<file path="config.mk">
export PLATFORM = sky130hd
export DESIGN_NAME = nocif_dram_write_eg_rsp_flat
export DESIGN_NICKNAME = d
export VERILOG_FILES = /design/src/rtl/nocif_dram_write_eg_rsp_if.sv /design/src/rtl/nocif_dram_write_eg_rsp.sv /design/src/flat_wrapper.sv
export SDC_FILE = /design/constraint.sdc
export NUM_CORES = 1
export LEC_CHECK = 0
export ABC_AREA = 1
export CAP_MARGIN = 15
export CORE_MARGIN = 2
export CORE_UTILIZATION = 30
export CTS_CLUSTER_DIAMETER = 80
export DETAILED_ROUTE_END_ITERATION = 10
export PLACE_DENSITY_LB_ADDON = 0.12
export SLEW_MARGIN = 15
export SYNTH_ARGS = -nofsm -noshare
export SYNTH_HDL_FRONTEND = slang
export SYNTH_SLANG_ARGS = --single-unit
</file>
<file path="constraint.sdc">
create_clock -name nvdla_core_clk -period 1.5 [get_ports nvdla_core_clk]
set_input_delay 0.225 -clock nvdla_core_clk [delete_from_list [all_inputs] [get_ports nvdla_core_clk]]
set_output_delay 0.225 -clock nvdla_core_clk [all_outputs]
set_load 0.05 [all_outputs]
</file>
<file path="src/rtl/nocif_dram_write_eg_rsp_if.sv">
// ---------------------------------------------------------------------------
// nocif_dram_write_eg_rsp_if
//
// Purpose:
//   Bundles the signals of the DRAM write-response egress stage.
//   These are the NoC B channel, the per-thread context-queue read port,
//   the burst-retire return path to ingress, the per-client write-complete
//   pulses and the error status.
//
// Modports:
//   slave  - the egress stage itself. It receives B responses and cq entries,
//            and drives bready, cq pops, eg2ig, completes and error status.
//   master - the surrounding environment (NoC / context queue / clients).
//
// Signals:
//   noc2mcif_axi_b_bvalid/bready/bid/bresp  AXI B channel (bid[3:0] = thread)
//   cq_rd_pvld/prdy/pd                      per-thread context queue, 3 bits
//                                           per thread {require_ack, len[1:0]}
//   eg2ig_axi_vld/len                       burst-retired pulse and its len
//   mcif2client_wr_rsp_complete             per-client write-ack pulse
//   eg_err_sticky / eg_err_cnt              error flag and saturating count
// ---------------------------------------------------------------------------
interface nocif_dram_write_eg_rsp_if #(
  parameter int NUM_CLIENTS = 5
);
  logic                       noc2mcif_axi_b_bvalid;
  logic                       noc2mcif_axi_b_bready;
  logic [7:0]                 noc2mcif_axi_b_bid;
  logic [1:0]                 noc2mcif_axi_b_bresp;
  logic [NUM_CLIENTS-1:0]     cq_rd_pvld;
  logic [NUM_CLIENTS-1:0]     cq_rd_prdy;
  logic [3*NUM_CLIENTS-1:0]   cq_rd_pd;
  logic                       eg2ig_axi_vld;
  logic [1:0]                 eg2ig_axi_len;
  logic [NUM_CLIENTS-1:0]     mcif2client_wr_rsp_complete;
  logic                       eg_err_sticky;
  logic [7:0]                 eg_err_cnt;

  modport slave (
    input  noc2mcif_axi_b_bvalid,
    input  noc2mcif_axi_b_bid,
    input  noc2mcif_axi_b_bresp,
    input  cq_rd_pvld,
    input  cq_rd_pd,
    output noc2mcif_axi_b_bready,
    output cq_rd_prdy,
    output eg2ig_axi_vld,
    output eg2ig_axi_len,
    output mcif2client_wr_rsp_complete,
    output eg_err_sticky,
    output eg_err_cnt
  );

  modport master (
    output noc2mcif_axi_b_bvalid,
    output noc2mcif_axi_b_bid,
    output noc2mcif_axi_b_bresp,
    output cq_rd_pvld,
    output cq_rd_pd,
    input  noc2mcif_axi_b_bready,
    input  cq_rd_prdy,
    input  eg2ig_axi_vld,
    input  eg2ig_axi_len,
    input  mcif2client_wr_rsp_complete,
    input  eg_err_sticky,
    input  eg_err_cnt
  );
endinterface

</file>
<file path="src/rtl/nocif_dram_write_eg_rsp.sv">
// ---------------------------------------------------------------------------
// nocif_dram_write_eg_rsp
//
// Purpose:
//   Write-response egress stage. Each AXI B response is held in a single
//   stage (S0) until the context-queue entry of its thread is available. The
//   entry is then popped, the burst length is returned to ingress, and a
//   write-complete pulse is raised to the client if the request asked for an
//   ack. Responses retire strictly in arrival order. A response for a
//   non-existent thread is dropped. It raises no pop and no pulse, and it is
//   counted as an error, as is any non-OKAY bresp.
//
// Ports:
//   nvdla_core_clk  - core clock
//   nvdla_core_rst  - asynchronous active-high reset
//   bus             - nocif_dram_write_eg_rsp_if.slave (B channel, cq read
//                     port, eg2ig return, client completes, error status)
//
// Timing: B handshake at N -> S0 valid at N+1 -> pop at N+1 if the cq entry
// is present -> eg2ig / complete pulses at N+2.
// ---------------------------------------------------------------------------
module nocif_dram_write_eg_rsp #(
  parameter int NUM_CLIENTS = 5
) (
  input  logic                              nvdla_core_clk,
  input  logic                              nvdla_core_rst,
  nocif_dram_write_eg_rsp_if.slave          bus
);

  // S0: the one outstanding B response
  logic                   s0_vld_q,   s0_vld_d;
  logic [3:0]             s0_tid_q,   s0_tid_d;
  logic [1:0]             s0_bresp_q, s0_bresp_d;

  // registered outputs
  logic                   eg_vld_q,   eg_vld_d;
  logic [1:0]             eg_len_q,   eg_len_d;
  logic [NUM_CLIENTS-1:0] cmp_q,      cmp_d;
  logic                   err_sticky_q, err_sticky_d;
  logic [7:0]             err_cnt_q,  err_cnt_d;

  // combinational control
  logic [NUM_CLIENTS-1:0] pop_hit;
  logic [2:0]             pop_pd;
  logic                   pop_any;
  logic                   tid_ok;
  logic                   s0_retire;
  logic                   b_ready;
  logic                   b_hs;
  logic                   err_evt;

  // Only thread ids below NUM_CLIENTS own a context queue. The compare is
  // done one bit wider so that NUM_CLIENTS=16 still works.
  assign tid_ok = ({1'b0, s0_tid_q} < 5'(NUM_CLIENTS));

  // One-hot pop: at most one thread matches s0_tid, and only while that
  // thread presents a valid entry.
  generate
    for (genvar gi = 0; gi < NUM_CLIENTS; gi++) begin : g_pop
      assign pop_hit[gi] = s0_vld_q & (s0_tid_q == 4'(gi)) & bus.cq_rd_pvld[gi];
    end
  endgenerate

  assign pop_any = |pop_hit;

  // An AND-OR select keeps cq_rd_pd out of the datapath except on the cycle
  // of a pop, so an undefined entry on an idle thread never leaks through.
  always_comb begin
    pop_pd = 3'd0;
    for (int t = 0; t < NUM_CLIENTS; t++) begin
      pop_pd = pop_pd | ({3{pop_hit[t]}} & bus.cq_rd_pd[3*t +: 3]);
    end
  end

  // Retire when the thread's entry is popped, or immediately for a bogus
  // thread id. Ready is open whenever S0 is empty or leaves this cycle. This
  // gives back-to-back throughput with no bubble.
  assign s0_retire = s0_vld_q & (~tid_ok | pop_any);
  assign b_ready   = ~s0_vld_q | s0_retire;
  assign b_hs      = bus.noc2mcif_axi_b_bvalid & b_ready;
  assign err_evt   = s0_retire & (~tid_ok | (s0_bresp_q != 2'b00));

  always_comb begin
    s0_vld_d   = s0_vld_q;
    s0_tid_d   = s0_tid_q;
    s0_bresp_d = s0_bresp_q;
    if (b_hs) begin
      s0_vld_d   = 1'b1;
      s0_tid_d   = bus.noc2mcif_axi_b_bid[3:0];
      s0_bresp_d = bus.noc2mcif_axi_b_bresp;
    end else if (s0_retire) begin
      s0_vld_d   = 1'b0;
    end
  end

  always_comb begin
    eg_vld_d = pop_any;
    eg_len_d = pop_any ? pop_pd[1:0] : eg_len_q;   // len holds between pulses
    cmp_d    = pop_hit & {NUM_CLIENTS{pop_pd[2]}};
  end

  always_comb begin
    err_sticky_d = err_sticky_q | err_evt;
    err_cnt_d    = err_cnt_q;
    if (err_evt && (err_cnt_q != 8'hFF)) begin
      err_cnt_d = err_cnt_q + 8'd1;
    end
  end

  always_ff @(posedge nvdla_core_clk or posedge nvdla_core_rst) begin
    if (nvdla_core_rst) begin
      s0_vld_q     <= 1'b0;
      s0_tid_q     <= 4'd0;
      s0_bresp_q   <= 2'd0;
      eg_vld_q     <= 1'b0;
      eg_len_q     <= 2'd0;
      cmp_q        <= '0;
      err_sticky_q <= 1'b0;
      err_cnt_q    <= 8'd0;
    end else begin
      s0_vld_q     <= s0_vld_d;
      s0_tid_q     <= s0_tid_d;
      s0_bresp_q   <= s0_bresp_d;
      eg_vld_q     <= eg_vld_d;
      eg_len_q     <= eg_len_d;
      cmp_q        <= cmp_d;
      err_sticky_q <= err_sticky_d;
      err_cnt_q    <= err_cnt_d;
    end
  end

  assign bus.noc2mcif_axi_b_bready       = b_ready;
  assign bus.cq_rd_prdy                  = pop_hit;
  assign bus.eg2ig_axi_vld               = eg_vld_q;
  assign bus.eg2ig_axi_len               = eg_len_q;
  assign bus.mcif2client_wr_rsp_complete = cmp_q;
  assign bus.eg_err_sticky               = err_sticky_q;
  assign bus.eg_err_cnt                  = err_cnt_q;

endmodule
</file>
<file path="src/flat_wrapper.sv">
// flat-port wrapper written by rule: the top's interface ports become plain ports
module nocif_dram_write_eg_rsp_flat 
#(
  parameter int NUM_CLIENTS = 5
)
  (nvdla_core_clk, nvdla_core_rst, bus_noc2mcif_axi_b_bvalid, bus_noc2mcif_axi_b_bid, bus_noc2mcif_axi_b_bresp, bus_cq_rd_pvld, bus_cq_rd_pd, bus_noc2mcif_axi_b_bready, bus_cq_rd_prdy, bus_eg2ig_axi_vld, bus_eg2ig_axi_len, bus_mcif2client_wr_rsp_complete, bus_eg_err_sticky, bus_eg_err_cnt);
  nocif_dram_write_eg_rsp_if #(.NUM_CLIENTS(NUM_CLIENTS)) bus_i ();
  input  logic nvdla_core_clk;
  input  logic nvdla_core_rst;
  input wire logic [$bits(bus_i.noc2mcif_axi_b_bvalid)-1:0] bus_noc2mcif_axi_b_bvalid;
  input wire logic [$bits(bus_i.noc2mcif_axi_b_bid)-1:0] bus_noc2mcif_axi_b_bid;
  input wire logic [$bits(bus_i.noc2mcif_axi_b_bresp)-1:0] bus_noc2mcif_axi_b_bresp;
  input wire logic [$bits(bus_i.cq_rd_pvld)-1:0] bus_cq_rd_pvld;
  input wire logic [$bits(bus_i.cq_rd_pd)-1:0] bus_cq_rd_pd;
  output wire logic [$bits(bus_i.noc2mcif_axi_b_bready)-1:0] bus_noc2mcif_axi_b_bready;
  output wire logic [$bits(bus_i.cq_rd_prdy)-1:0] bus_cq_rd_prdy;
  output wire logic [$bits(bus_i.eg2ig_axi_vld)-1:0] bus_eg2ig_axi_vld;
  output wire logic [$bits(bus_i.eg2ig_axi_len)-1:0] bus_eg2ig_axi_len;
  output wire logic [$bits(bus_i.mcif2client_wr_rsp_complete)-1:0] bus_mcif2client_wr_rsp_complete;
  output wire logic [$bits(bus_i.eg_err_sticky)-1:0] bus_eg_err_sticky;
  output wire logic [$bits(bus_i.eg_err_cnt)-1:0] bus_eg_err_cnt;
  assign bus_i.noc2mcif_axi_b_bvalid = bus_noc2mcif_axi_b_bvalid;
  assign bus_i.noc2mcif_axi_b_bid = bus_noc2mcif_axi_b_bid;
  assign bus_i.noc2mcif_axi_b_bresp = bus_noc2mcif_axi_b_bresp;
  assign bus_i.cq_rd_pvld = bus_cq_rd_pvld;
  assign bus_i.cq_rd_pd = bus_cq_rd_pd;
  assign bus_noc2mcif_axi_b_bready = bus_i.noc2mcif_axi_b_bready;
  assign bus_cq_rd_prdy = bus_i.cq_rd_prdy;
  assign bus_eg2ig_axi_vld = bus_i.eg2ig_axi_vld;
  assign bus_eg2ig_axi_len = bus_i.eg2ig_axi_len;
  assign bus_mcif2client_wr_rsp_complete = bus_i.mcif2client_wr_rsp_complete;
  assign bus_eg_err_sticky = bus_i.eg_err_sticky;
  assign bus_eg_err_cnt = bus_i.eg_err_cnt;
  nocif_dram_write_eg_rsp #(.NUM_CLIENTS(NUM_CLIENTS)) u_core (.nvdla_core_clk(nvdla_core_clk), .nvdla_core_rst(nvdla_core_rst), .bus(bus_i));
endmodule
</file>
==> metrics.md <==
| Metric | Value |
|---|---|
| Outcome | finished with violations |
| Violated checks | setup timing |
| Number of antenna violations at the first check in global routing | 0 |
| Yosys cell types | 23 |
| Signal arrival time at the worst endpoint | 1.44 ns |
| # DRC | 0 |
| Max-Cap Viols | 0 |
| Share of total power in combinational logic | 0.686 |
| Start of the worst register-to-register path | u_core.s0_tid_q[0] |
| Buffer depth of the longest clock path | 2 |
| CTS tree | yes |
| Synthesized-area fraction occupied by and/or/nand/nor cells | 0.409 |
| Data required time of the worst path | 1.27 ns |
| Average cell area after synthesis | 8.68 µm² |
| Count of vias placed by the detailed router | 1272 |
| Switching power of the nets | 0.00197 W |
| Kind of end point of the critical path | primary output |
| Slowest cell on the critical path | dfrtp_1 |
| Post-detailed-route count of antenna-violating nets | 0 |
| Number of max-slew violations in the final report | 0 |
| Slew margin rel. | 0.753 |
| FF/Latch Area | 604 µm² |
| Area after detailed placement | 0.00216 mm² |
| Family with the most delay on the worst path | simple AND/OR/NAND/NOR gates |
| Setup total negative slack | -1.79 ns |
| Sequence of cells on the critical path | nand2_1, inv_2, nand3_2, nand2_2, nor2_4, nand4_4, buf_8 |
| Port Buf Inserts | 51 |
| Worst setup SP type | flop |
| Clock network fraction of design power | 0.086 |
| Count of warnings emitted by yosys | 0 |
| Number of design-rule violations left by the first detailed-router iteration | 46 |
| # IOs | 56 |
| Pin count of the biggest net entering global routing | 25 |
| Power density normalized to cell area | 1850 mW/mm² |
| Buffers & Inverters on Critical Path | 2 |
| Std cell rows | 23 |
| Sequential cell area fraction in the yosys report | 0.467 |
| Setup slack of the critical path after layout | -0.168 ns |
| Global-route wire length before repair | 6.08 mm |
| Number of hold buffers added after CTS | 0 |
| Via-per-instance ratio | 4.48 |
| Fraction of the cycle the final worst path needs | 1.11 |
| Maximum fanout encountered on the critical timing path | 4 |
| Max Fclk | 599 MHz |
| Final Hold Fails | 0 |
| Compound-Gate Fraction of Synth Area | 0.0360 |
| Area contributors post-synth | dfrtp_1 (47%), nand2_1 (15%), nand3_1 (4.7%) |
| Fin area | 0.00239 mm² |
| Sequential share of power | 0.228 |
| Multi-input logic area | 726 µm² |
| CTS Sinks | 24 |
| Int Power | 0.00245 W |
| Post-synthesis instance total | 148 |
| Category of the critical setup timing path | flop to primary output |
| Global router's overall resource usage | 0.155 |
| DR pass1 iterations | 4 |
| Setup crit start | u_core.s0_tid_q[1] |
| Xor-xnor portion of the synthesized cell area | 0.0341 |
| H-Tree Level Count | 1 |
| Half-perimeter wire length after detailed placement | 2.64 mm |
| Clk Tree Root Cell | clkbuf_8 |
| Worst slack, placed | -0.225 ns |
| Post-layout util | 0.590 |
| Growth of design area from synthesis to finish | 86.3% |
| Min-delay worst type | input pin to asynchronous set/reset pin |
| Worst voltage drop across the vdd grid | 1280 µV |
| Global placer's final weighted congestion | 0.845 |
| Sw frac | 0.446 |
| Worst path max stage delay | 0.42 ns |
| Min Tclk post-route | 1.67 ns |
| Fillers | 352 |
| Cell count after placement | 272 |
| Number of antenna cells inserted | 0 |
| Multiplexer share of the synthesized area | 0 |
| Yosys top cell area share | 0.467 |
| Setup repair after global routing missed its margin | true |
| Non-filler instance count after layout | 284 |
| Floorplan die width | 69.4 µm |
| Die Y | 69.4 µm |
| Number of CTS-inserted buffers | 3 |
| Effective utilization at floorplan | 0.317 |
| Ratio of cells with drive above 1 in the final layout | 0.415 |
| Area share of fa/ha/maj cells after synthesis | 0.00974 |
| Number of global-route vias before repair | 1321 |
| Area of the core | 0.00406 mm² |
| Final-stage net count | 269 |
| Synthesized netlist net count | 182 |
| Wire length reported by the detailed router | 3.51 mm |
| Post-synthesis register bit count | 24 |
| Transition at the pin with the smallest max-transition slack | 0.369 ns |
| Static leakage | 1.16 nW |
| Cell taking the most area after synthesis | dfrtp_1 |
| Worst clock skew | 0.00153 ns |
| Remaining global-route overflow | 0 |
| Worst-Skew Late Latency | 0.26 ns |
| CTS clock-pin slew for the worst setup and hold paths | 0.08 ns |
| Floorplan die area | 0.00482 mm² |
| Area of the mapped netlist | 0.00128 mm² |
| Setup-violating endpoint count in the final report | 22 |
| Largest family of logic cells by synthesized area | simple AND/OR/NAND/NOR gates |
| Detailed-route wire length per cell | 12.3 µm |
-- per-stage QoR --
stage | hold slack [ns] | total power (W)
detailed placement | 0.451 | 0.00358
finish | 0.330 | 0.00442
floorplan | 0.239 | 0.00244
CTS | 0.340 | 0.00421
global placement | 0.446 | 0.00353
global route | 0.385 | 0.00472
-- placed cells by master, fill, tap and decap left out, types with 2 or more instances in the layout --
cell and n:
nand2_1 37, buf_4 35, clkdlybuf4s50_1 28, dfrtp_1 21, buf_12 15, nand2_2 14
inv_1 12, nand3_1 10, nand4_1 9, nor2_1 8, nor2_4 6, nand3_4 4
nor3b_1 3, xnor2_1 3, clkbuf_8 3, buf_6 3, dfrtp_2 3, xor2_1 2
a21oi_1 2
-- cell type report --
| cell class | count | area share |
|---|---|---|
| Timing Repair Buffer | 82 | 0.373 |
| Sequential cell | 24 | 0.252 |
| Multi-Input combinational cell | 109 | 0.303 |
| Inverter | 15 | 0.0267 |
| Clock buffer | 4 | 0.0188 |
| Tap cell | 50 | 0.0261 |
-- worst reg2reg max path: stages, from the launching register on --
cell	delay, ns
dfrtp_1	0.44
nor2_1	0.23
nand3_4	0.11
nand2_2	0.10
nor2_4	0.05
buf_4	0.14
nand3_4	0.10
nand3_4	0.16
nand2_1	0.10
nand2_1	0.06
-- kinds of logic (layout without fill, tap and decap cells) --
logic type      count (synthesis)  after routing
compound gates                  5              5
xor+xnor                        5              5
fa+ha+maj                       1              1
buf+inv                        15            101
flops                          24             24
simple gates                   98             98
-- final timing paths --
path	end	slack [ns]	depth (start not counted)
worst max-delay path	bus_noc2mcif_axi_b_bready	-0.17	7
worst min-delay path	u_core.bus.eg_err_cnt[5]	0.33	3
worst max register to register	u_core.bus.eg_err_cnt[4]	-0.09	9
worst min register to register	u_core.bus.eg_err_sticky	0.47	1
max in group asynchronous	u_core.s0_tid_q[2]	0.91	3
min in group nvdla_core_clk	u_core.bus.eg_err_sticky	0.47	1
-- repair_timing --
item                       in CTS  in global routing
setup endpoints to repair      22                 22
buffers inserted                6                  2
pin swaps                      10                  4
resized for setup              21                 13
-- state kept, by name (all words and copies together) (netlist names) --
signal and flops:
u_core.bus.eg2ig_axi_len 2, u_core.bus.eg2ig_axi_vld 1, u_core.bus.eg_err_cnt 8, u_core.bus.eg_err_sticky 1, u_core.bus.mcif2client_wr_rsp_complete 5, u_core.s0_bresp_q 2
u_core.s0_tid_q 4, u_core.s0_vld_q 1
-- layer usage --
layer,GRT usage,vias up,routed length (µm)
met5,0,-,0
met4,0.0261,0,21
met3,0.0276,2,161
met2,0.285,29,1850
met1,0.191,587,1470
li1,-,654,-
-- power groups by stage --
stage / Combinational [W] / Sequential, W / Clock [W]
6_report: 0.00304 / 0.00101 / 0.000380
5_1_grt: 0.00326 / 0.00103 / 0.000429
4_1_cts: 0.00281 / 0.00100 / 0.000402
3_5_place_dp: 0.00258 / 0.00100 / 0
3_3_place_gp: 0.00254 / 0.000993 / 0
2_1_floorplan: 0.00108 / 0.00136 / 0
-- Yosys cell counts (all sizes together) --
master and instances:
and2 1, nand2 53, a21oi 2, nor3b 3, o21ai 1, nor3 1, xnor2 3, nor2 15
nand3 15, inv 15, nand4 10, a21boi 1, xor2 2, a21o 1, ha 1, dfrtp 24
Note: power is estimated with default switching activity, not from simulation.
